`src/rtl/mem_store_buffer.sv`:
```
// mem_store_buffer: circular store FIFO in front of a single-port memory; loads wait for the buffer to drain.
// Define MEM_STORE_BUFFER_FORWARD_EN to forward buffered store data to matching loads.
module mem_store_buffer #(
    parameter int WIDTH = 32,
    parameter int DEPTH = 4
) (
    input  logic             clk,
    input  logic             reset,
    input  logic             MemWrite_M,
    input  logic             MemRead_M,
    input  logic [WIDTH-1:0] ALUOut_M,
    input  logic [WIDTH-1:0] WriteData_M,
    output logic [WIDTH-1:0] ReadData_M,
    output logic             Stall_M,
    output logic             mem_req,
    output logic             mem_we,
    output logic [WIDTH-1:0] mem_addr,
    output logic [WIDTH-1:0] mem_wdata,
    input  logic             mem_ack,
    input  logic [WIDTH-1:0] mem_rdata
);
    localparam int PW = $clog2(DEPTH);

    typedef enum logic [1:0] {IDLE, WRITE, READ, DONE} state_t;

    state_t           state_q, state_d;
    logic [PW-1:0]    head_q, head_d, tail_q, tail_d;
    logic [PW:0]      count_q, count_d;
    logic [WIDTH-1:0] ent_addr_q [DEPTH];
    logic [WIDTH-1:0] ent_data_q [DEPTH];
    logic [WIDTH-1:0] rdata_q, rdata_d, maddr_q, maddr_d, wdata_q, wdata_d, fwd_data;
    logic             req_q, req_d, we_q, we_d;
    logic             full, enq, deq, fwd_hit, load_ok;

    // Full is judged on the current count, so a drain this cycle admits the store only next cycle.
    assign full    = count_q == (PW+1)'(DEPTH);
    assign enq     = MemWrite_M && !full;
    assign deq     = (state_q == WRITE) && mem_ack;
    assign Stall_M = (MemWrite_M && full) || (MemRead_M && state_q != DONE && !fwd_hit);

    assign ReadData_M = rdata_q;
    assign mem_req    = req_q;
    assign mem_we     = we_q;
    assign mem_addr   = maddr_q;
    assign mem_wdata  = wdata_q;

`ifdef MEM_STORE_BUFFER_FORWARD_EN
    // Scan oldest to youngest so the youngest matching store wins.
    always_comb begin
        fwd_hit  = 1'b0;
        fwd_data = '0;
        for (int i = 0; i < DEPTH; i++) begin
            if ((PW+1)'(i) < count_q && ent_addr_q[head_q + PW'(i)] == ALUOut_M) begin
                fwd_hit  = MemRead_M;
                fwd_data = ent_data_q[head_q + PW'(i)];
            end
        end
    end
    assign load_ok = !fwd_hit;
`else
    assign fwd_hit  = 1'b0;
    assign fwd_data = '0;
    assign load_ok  = count_q == '0;
`endif

    always_comb begin
        state_d = state_q;
        head_d  = head_q + PW'(deq);
        tail_d  = tail_q + PW'(enq);
        count_d = count_q + (PW+1)'(enq) - (PW+1)'(deq);
        req_d   = req_q;
        we_d    = we_q;
        maddr_d = maddr_q;
        wdata_d = wdata_q;
        rdata_d = (state_q == READ && mem_ack) ? mem_rdata : fwd_hit ? fwd_data : rdata_q;
        case (state_q)
            IDLE: begin
                if (MemRead_M && load_ok) begin
                    state_d = READ;
                    req_d   = 1'b1;
                    we_d    = 1'b0;
                    maddr_d = ALUOut_M;
                end else if (count_q != '0) begin
                    state_d = WRITE;
                    req_d   = 1'b1;
                    we_d    = 1'b1;
                    maddr_d = ent_addr_q[head_q];
                    wdata_d = ent_data_q[head_q];
                end
            end
            WRITE, READ: begin
                if (mem_ack) begin
                    state_d = (state_q == READ) ? DONE : IDLE;
                    req_d   = 1'b0;
                    we_d    = 1'b0;
                end
            end
            default: state_d = IDLE;
        endcase
    end

    always_ff @(posedge clk or negedge reset) begin
        if (!reset) begin
            state_q <= IDLE;
            head_q  <= '0;
            tail_q  <= '0;
            count_q <= '0;
            rdata_q <= '0;
            req_q   <= 1'b0;
            we_q    <= 1'b0;
            maddr_q <= '0;
            wdata_q <= '0;
        end else begin
            state_q <= state_d;
            head_q  <= head_d;
            tail_q  <= tail_d;
            count_q <= count_d;
            rdata_q <= rdata_d;
            req_q   <= req_d;
            we_q    <= we_d;
            maddr_q <= maddr_d;
            wdata_q <= wdata_d;
        end
    end

    always_ff @(posedge clk) begin
        if (enq) begin
            ent_addr_q[tail_q] <= ALUOut_M;
            ent_data_q[tail_q] <= WriteData_M;
        end
    end
endmodule

```
`config.mk`:
```
export PLATFORM = sky130hd
export DESIGN_NAME = mem_store_buffer
export DESIGN_NICKNAME = d
export VERILOG_FILES = /design/src/rtl/mem_store_buffer.sv
export SDC_FILE = /design/constraint.sdc
export NUM_CORES = 1
export LEC_CHECK = 0
export ABC_AREA = 1
export ABC_CLOCK_PERIOD_IN_PS = 10300
export BUFFER_PORTS_ARGS = -buffer_cell sky130_fd_sc_hd__buf_2
export CAP_MARGIN = 5
export CORE_UTILIZATION = 53
export CTS_CLUSTER_DIAMETER = 80
export DETAILED_ROUTE_END_ITERATION = 8
export HOLD_SLACK_MARGIN = 0.12
export PLACE_DENSITY = 0.85
export SLEW_MARGIN = 20
export SYNTH_ARGS = -nofsm -noshare
export SYNTH_HDL_FRONTEND = slang
export SYNTH_SLANG_ARGS = --single-unit
```
`constraint.sdc`:
```
create_clock -name clk -period 10.3 [get_ports clk]
set_input_delay 2.575 -clock clk [delete_from_list [all_inputs] [get_ports clk]]
set_output_delay 2.575 -clock clk [all_outputs]
set_load 0.01 [all_outputs]
```
# Word-level counts from Yosys, hierarchy flattened
# Memories as Yosys holds them, arrays and structs flattened. A register that Yosys moved wholly into a read port is not among the register bits.
# Index checks and enable logic that the tools add are counted.
# totals
n_memories	2
register_bits	75
ram_bits	256
output_inout_bits	99
word_cells	55
in_bits	101
# op_classes
eq_ne	6
addsub	4
bitwise	1
reduce_logical	19
muxes	15
# mem_list
name	words	width	rd	rd_ports_with_merged_regs	wr	line	text
ent_addr_q	4	32	1	0	1	29	logic [WIDTH-1:0] ent_addr_q [DEPTH];
ent_data_q	4	32	1	1	1	30	logic [WIDTH-1:0] ent_data_q [DEPTH];
# op_table
op	n
32-bit 2-to-1 mux	2
2-bit 2-to-1 mux	4
1-bit logical AND	6
1-bit 2-to-1 mux	6
3-bit AND reduction	2
2-bit by 1-bit adder with 2-bit output	2
2-bit != test, second input constant	2
1-bit case mux with 2 select lines	2
2-bit case mux with 2 select lines	1
2-bit AND reduction	2
2-bit nonzero test	2
3-bit by 1-bit adder with 3-bit output	1
3-bit == test, second input constant	1
3-bit logical NOT	1
3-bit != test, second input constant	1
3-bit nonzero test	1
3-bit by 1-bit subtractor with 3-bit output	1
2-bit by 1-bit == test with 1-bit output, second input constant	1
2-bit == test, second input constant	1
1-bit logical NOT	2
2-bit logical NOT	1
2-bit OR reduction	1
1-bit logical OR	1
1-bit NOT	1

# Longest topological paths before layout
# Gate-level depths: netlist of run 1.
# depth
ltp_word	5
ltp_mapped	10
depth_no_buf	9

# Least setup slack after synthesis of run 1
# No wires, ideal clock.
# synth_path
kind	input to register
start	input port MemWrite_M
end	memory ent_addr_q[0][0], enable pin
setup_slack_ps	2691
setup_time_ps	565
required_ps	9735
arrival_time_ps	7045
n_path_buf	0
path_stages	2
cell_sequence	nand2_1 -> nor3_1
# synth_via
elab_chain_cells	3
# synth_rtl
element	line	text
from (decl)	9	input logic MemWrite_M,
1-bit logical AND	37	assign enq = MemWrite_M && !full;
1-bit 2-to-1 mux	127	if (enq) begin
1-bit 2-to-1 mux (implied by the code)	128	ent_addr_q[tail_q] <= ALUOut_M;
to (decl)	29	
# No other way between the ends.

# Final worst setup path of run 1
# layout_path
start	input port MemRead_M
end	output port Stall_M
# layout_via
elab_chain_cells	2
# layout_rtl
element	line	text
from (decl)	10	input logic MemRead_M,
1-bit logical AND	39	assign Stall_M = (MemWrite_M && full) || (MemRead_M && state_q != DONE && !fwd_hit);
1-bit logical OR	39	
to (decl)	14	output logic Stall_M,
# No other way between the ends.

==> impl_metrics.ini, run 1 <==
[run_status]
status = complete, no violations

[routing]
drt-initial-drc-count = 729
dr_total_vias = 9637
wirelength_um = 30400
ant_nets = 0
drc = 0
dr.pass1.iters = 5
viasPerCell = 5.37
post_drt_wl_per_cell_um = 16.9

[worst_setup_path]
r2r-end = mem_wdata[0]
r2r-start = head_q[0]
cp.depth = 4
crit_chain = buf_2 > inv_1 > o21ai_0 > buf_2
critPathMaxStageDelay_ns = 0.15
cp_max_fo = 3
required_ns = 7.73
endpoint = Stall_M
worstSetupStartpointType = input port
reg2reg_depth = 6
path_delay_family = buffers and inverters
crit_buf_inv = 3
cp-startpoint = MemRead_M
reg2reg_slack_ns = 7.57
end_kind = primary output
arrival_ns = 3.05
cp_slowest_cell = buf_2
crit_top_cell = buf_2
path_class = in -> out

[timing]
setup_viol = 0
finalClockSkew_ns = 0.0250
final_hold_viol_count = 0
rsz0062_at_grt = false
period_share_pct = 54.6
maxSlewHeadroom_pct = 28.1
setup_tns_ns = 0
timing.fmax_mhz = 178
min_period_ns = 5.62
worst_pin_slew_ns = 1.08
whs_ns = 0.474
drv_slew = 0

[power]
finalPower_mw = 5.32
seqPwrFrac_pct = 41.7
switching_power_mw = 1.91
pwr-share-comb_pct = 33.7
intPower_mw = 3.41
swShare_pct = 36.0
p_leak_nw = 7.21
power_density_nw_per_um2 = 316
pwr-share-clk_pct = 24.6
ir_worst_vdd_v = 0.000183

[clock_tree]
tritoncts = yes
cts_hold_buffers = 0
cts_made_buffers = 36
cts-root-buf = clkbuf_16
clock_sinks = 363
clock_latency_ns = 0.52
cts_max_level = 2
cts_resized = 0
clk_pin_slew_ns = 0.06
clockBufferDepth = 3
postCtsSetupBuffers = 0

[synthesis]
synthesis.nets = 1344
ys_warn_count = 0
synth_top_family_by_area = simple AND/OR/NAND/NOR gates
synth_simple_gate_area_share_pct = 14.9
synth.cell_area_um2 = 14400
synth.avg_cell_area_um2 = 11.7
synth.mux.area_fraction_pct = 2.50
synth-compound-area-share_pct = 6.22
ys_ff_latch = 363
ys_types = 28
yosysTopAreaCellShare_pct = 53.3
synth_xor_area_share_pct = 0.243
synth_fa_ha_area_share_pct = 0.659
synthCells = 1236
synth_top_area_cell = edfxtp_1
synth_area_leaders = edfxtp_1, dfrtp_1, nand2_1
ys_seq_area_share_pct = 71.8

[place]
hpwl_um = 16400
place_inst = 1723
gp_congestion = 0.751
port_buffers = 199

[finish]
fill_cells = 1937
final_common_cell = nand2_1
nNetsFinal = 1528
layout_common_cells = nand2_1, edfxtp_1, buf_2, nor2_1, o21ai_0
area_growth_pct = 16.8
drive_above_1_share_pct = 21.6
instances_no_fill = 1793
fin_util_pct = 62.9

[grt]
grt_antenna_before_repair = 5
grt-ovfl-total = 0
grt_max_degree = 100
grt_pass1_vias = 9368
grt.total_usage_pct = 22.0
grt_pass1_wl_um = 48000

[flow_run]
max_cap_viol_count = 0

[floorplan]
die-height_um = 167
ioPinCount = 200
start_util_pct = 53.9
rows = 60
dieArea_um2 = 27900
die_x_um = 167
coreArea_um2 = 26800

[worst_hold_path]
hold_class = reg -> reg
## power by group through the flow
stage                     clock (mW)  sequential, mW  combinational [mW]
final                           1.31            2.22                1.80
after global routing            1.38            2.26                2.03
after CTS                       1.33            2.22                1.81
after detailed placement           0            2.24                1.79
after global placement             0            2.23                1.73
after floorplan                    0            2.30                1.17
## tightest hold or removal path: cells and delay by family (launching register included)
kind | cells | cell delay [ns]
simple gates | 2 | 0.10
flops | 1 | 0.33
## routing by layer
| metal | global-route usage [%] | share of wire (%) | vias to the layer above |
|---|---|---|---|
| li1 | - | - | 4565 |
| met1 | 26.6 | 40 | 4641 |
| met2 | 38.3 | 50 | 373 |
| met3 | 4.75 | 6.9 | 54 |
| met4 | 8.90 | 2.4 | 4 |
| met5 | 0 | 0.072 | - |
## kinds of logic after synthesis
| logic type | count (synthesis) |
|---|---|
| AND/OR/NAND/NOR | 549 |
| XOR/XNOR | 4 |
| flip-flops | 363 |
| AO/OA/AOI/OAI | 164 |
| adder cells (fa/ha/maj) | 7 |
| multiplexers | 32 |
| buffers and inverters | 117 |
## per-stage QoR
step	instance area (um2)	setup slack, ns
finish	16900	4.68
global route	16900	4.60
CTS	16800	4.68
detailed placement	15700	4.68
global placement	15700	4.67
floorplan	14400	2.69
## synthesized netlist by cell type (all sizes together)
master	count
or2	1
nand3	41
buf	46
nand4	1
xnor2	1
nor3	5
dfrtp	107
fa	1
a21oi	1
o211ai	31
xor2	3
clkbuf	21
edfxtp	256
mux2	32
ha	6
nand2	338
nor2	162
nand3b	1
inv	50
o21ai	132
## sequential cells by signal, indices dropped and copies added (netlist names)
| name | cells |
|---|---|
| ent_addr_q | 128 |
| ent_data_q | 128 |
| ReadData_M | 32 |
| mem_addr | 32 |
| mem_wdata | 32 |
| count_q | 3 |
| head_q | 2 |
| state_q | 2 |
| tail_q | 2 |
| mem_req | 1 |
| mem_we | 1 |
## cell type report
type                    instances  area (um2)  area share (%)
diodes                          4        10.0          0.0594
clock buffers                  45         986            5.85
clock inverters                21         205            1.22
inverters                      50         188            1.11
multi-input cells             756        3570            21.2
flip-flops and latches        363       10400            61.5
well taps                     341         427            2.53
repair buffers                213        1100            6.55
## how the worst min path moves through the flow
stage	end	slack, ns	cells past startpoint	startpoint
final	mem_addr[4]	0.47	2	mem_addr[4]
after global routing	mem_addr[23]	0.49	2	mem_addr[23]
after CTS	mem_addr[4]	0.48	2	mem_addr[4]
after detailed placement	mem_addr[5]	0.46	2	mem_addr[5]
after global placement	mem_addr[20]	0.46	2	mem_addr[20]
after floorplan	tail_q[1]	0.48	1	tail_q[1]
No activity file was read; power rests on OpenSTA's default activity.
==> inputs of run 2 (changes only) <==
--- a/config.mk
+++ b/config.mk
@@ -5,15 +5,15 @@
 export SDC_FILE = /design/constraint.sdc
 export NUM_CORES = 1
 export LEC_CHECK = 0
-export ABC_AREA = 1
-export ABC_CLOCK_PERIOD_IN_PS = 10300
+export ABC_AREA = 0
+export ABC_CLOCK_PERIOD_IN_PS = 5300
 export BUFFER_PORTS_ARGS = -buffer_cell sky130_fd_sc_hd__buf_2
 export CAP_MARGIN = 5
 export CORE_UTILIZATION = 53
 export CTS_CLUSTER_DIAMETER = 80
 export DETAILED_ROUTE_END_ITERATION = 8
 export HOLD_SLACK_MARGIN = 0.12
-export PLACE_DENSITY = 0.85
+export PLACE_DENSITY = 0.86
 export SLEW_MARGIN = 20
 export SYNTH_ARGS = -nofsm -noshare
 export SYNTH_HDL_FRONTEND = slang
==> constraint.sdc (replaced) <==
create_clock -name clk -period 5.3 [get_ports clk]
set_input_delay 1.325 -clock clk [delete_from_list [all_inputs] [get_ports clk]]
set_output_delay 1.325 -clock clk [all_outputs]
set_load 0.01 [all_outputs]
==> run 2 against run 1 <==
Final cell count fell by 28%. Combinational power rose by 58%. Non-clock buffer count fell by 5. Flip-flop and latch count did not move. Largest cell class unchanged.
==> impl_metrics.ini, run 2 <==
[timing]
period_share_pct = 60.8
setup_tns_ns = 0
maxSlewHeadroom_pct = 32.8
setup_viol = 0
finalClockSkew_ns = 0.0155
worst_pin_slew_ns = 1.01
whs_ns = 0.492
drv_slew = 0
timing.fmax_mhz = 310
final_hold_viol_count = 0
rsz0062_at_grt = false
min_period_ns = 3.22

[finish]
area_growth_pct = 19.2
nNetsFinal = 1029
design_area_um2 = 16300
instances_no_fill = 1282
drive_above_1_share_pct = 42.3
final_common_cell = edfxtp_1
layout_common_cells = edfxtp_1, buf_2, dfrtp_1, nand2_1, mux4_2
top_regs = ent_addr_q: 128 flops, ent_data_q: 128 flops

[routing]
post_drt_wl_per_cell_um = 21.1
drt-initial-drc-count = 582
ant_nets = 0
dr.pass1.iters = 4
drc = 0
wirelength_um = 27100
dr_total_vias = 7193
viasPerCell = 5.61

[place]
place_area_um2 = 15000
gp_congestion = 0.737
place_inst = 1212
hpwl_um = 16100
port_buffers = 199

[grt]
grt_max_degree = 66
grt-ovfl-total = 0
grt_antenna_before_repair = 3
grt_pass1_wl_um = 42100
grt_pass1_vias = 7413
grt.total_usage_pct = 21.4

[clock_tree]
tritoncts = yes
cts_made_buffers = 37
cts_hold_buffers = 0
cts-root-buf = clkbuf_16
clockBufferDepth = 3
postCtsSetupBuffers = 0
clk_pin_slew_ns = 0.06
clock_sinks = 363
cts_resized = 0
cts_max_level = 2
clock_latency_ns = 0.51

[worst_setup_path]
crit_chain = buf_2 > inv_1 > o21ai_0 > buf_2
path_class = in -> out
reg2reg_slack_ns = 2.69
crit_top_cell = buf_2
cp_slowest_cell = inv_1
crit_buf_inv = 3
required_ns = 3.97
critPathMaxStageDelay_ns = 0.17
cp_max_fo = 6
path_delay_family = buffers and inverters
r2r-start = head_q[0]
worstSetupStartpointType = input port
reg2reg_depth = 3
r2r-end = mem_wdata[21]
end_kind = primary output
arrival_ns = 1.90

[synthesis]
synth_top_area_cell = edfxtp_1
synthesis.nets = 816
yosysTopAreaCellShare_pct = 56.2
synth.avg_cell_area_um2 = 19.3
ys_types = 34
async_flop_share_pct = 29.5
synthCells = 708
synth_edf_count = 256
synth.cell_area_um2 = 13700
yosysMostFrequentCell = edfxtp_1
ys_warn_count = 0
synth_area_leaders = edfxtp_1, dfrtp_1, mux4_2
ys_seq_area_share_pct = 75.8
synth_common_cells = edfxtp_1, dfrtp_1, nand2_1
synth_ff_type = edfxtp_1
ys_ff_latch = 363

[power]
p_leak_nw = 6.17
seqPwrFrac_pct = 44.9
pwr-share-clk_pct = 26.5
switching_power_mw = 3.00
pwr-share-comb_pct = 28.6
finalPower_mw = 9.94
ir_worst_vdd_v = 0.000319
swShare_pct = 30.2
power_density_nw_per_um2 = 610
intPower_mw = 6.94

[floorplan]
coreArea_um2 = 25300
die-height_um = 163
start_util_pct = 54.1
ioPinCount = 200
rows = 58
die_x_um = 163
dieArea_um2 = 26400

[worst_hold_path]
hold_path.startpoint = mem_wdata[22]
hold_class = reg -> reg
whs_path_depth = 1
min_to = mem_wdata[22]

[run_status]
status = complete, no violations

[flow_run]
max_cap_viol_count = 0
-- run 2: cell types whose count changed after synthesis, sizes merged, moves of 2 or more --
cell    delta
buf       -14
nand2    -264
o211ai    -31
o21ai    -129
nor2     -125
xnor2      +4
mux2      +32
xor2       -2
inv       -45
clkbuf    -19
mux4      +64
a31oi     +32
nand3     -37
-- run 2: power by group through the flow --
stage               registers (mW)  clock network (mW)  logic (mW)
floorplan                     4.43                   0        1.98
global placement              4.48                   0        2.76
detailed placement            4.52                   0        2.85
CTS                           4.49                2.69        2.88
global route                  4.57                2.81        3.11
finish                        4.47                2.63        2.84
-- run 2: kinds of logic after synthesis --
kind of cell,count (synthesis),share of synthesized area (%)
xor+xnor,6,0.384
buf+inv,39,1.61
fa+ha+maj,7,0.696
compound gates,41,1.94
flops,363,75.8
simple gates,124,3.72
mux,128,15.8
-- run 2: per-stage QoR --
step,worst slack [ns],utilization (%)
after floorplan,0.541,-
after global placement,2.06,59.5
after detailed placement,2.07,59.5
after CTS,2.09,64.5
after global routing,1.98,64.5
final,2.08,64.5
-- run 2: worst max-delay path by stage --
| stage | start | endpoint | slack, ns | depth (start not counted) |
|---|---|---|---|---|
| floorplan | MemWrite_M | ent_addr_q[1][0] | 0.54 | 4 |
| global placement | MemRead_M | Stall_M | 2.06 | 4 |
| detailed placement | MemWrite_M | ent_addr_q[1][2] | 2.07 | 6 |
| CTS | MemRead_M | Stall_M | 2.09 | 4 |
| global route | MemRead_M | Stall_M | 1.98 | 4 |
| finish | MemRead_M | Stall_M | 2.08 | 4 |
-- run 2: metal layers --
metal	vias to the layer above	part of all wire, %	GRT usage [%]
met2	285	50	35.4
met1	3683	41	28.7
met4	2	1.8	5.95
met3	41	7.2	4.86
met5	-	0.048	0
li1	3182	-	-
-- run 2: layout make-up --
| type | count | area [um2] |
|---|---|---|
| Sequential cell | 363 | 10400 |
| Tap cell | 330 | 413 |
| Clock buffer | 51 | 1060 |
| Inverter | 5 | 18.8 |
| Fill cell | 1677 | 8960 |
| Clock inverter | 17 | 200 |
| Multi-Input combinational cell | 306 | 3130 |
| Antenna cell | 2 | 5.00 |
| Timing Repair Buffer | 208 | 1090 |
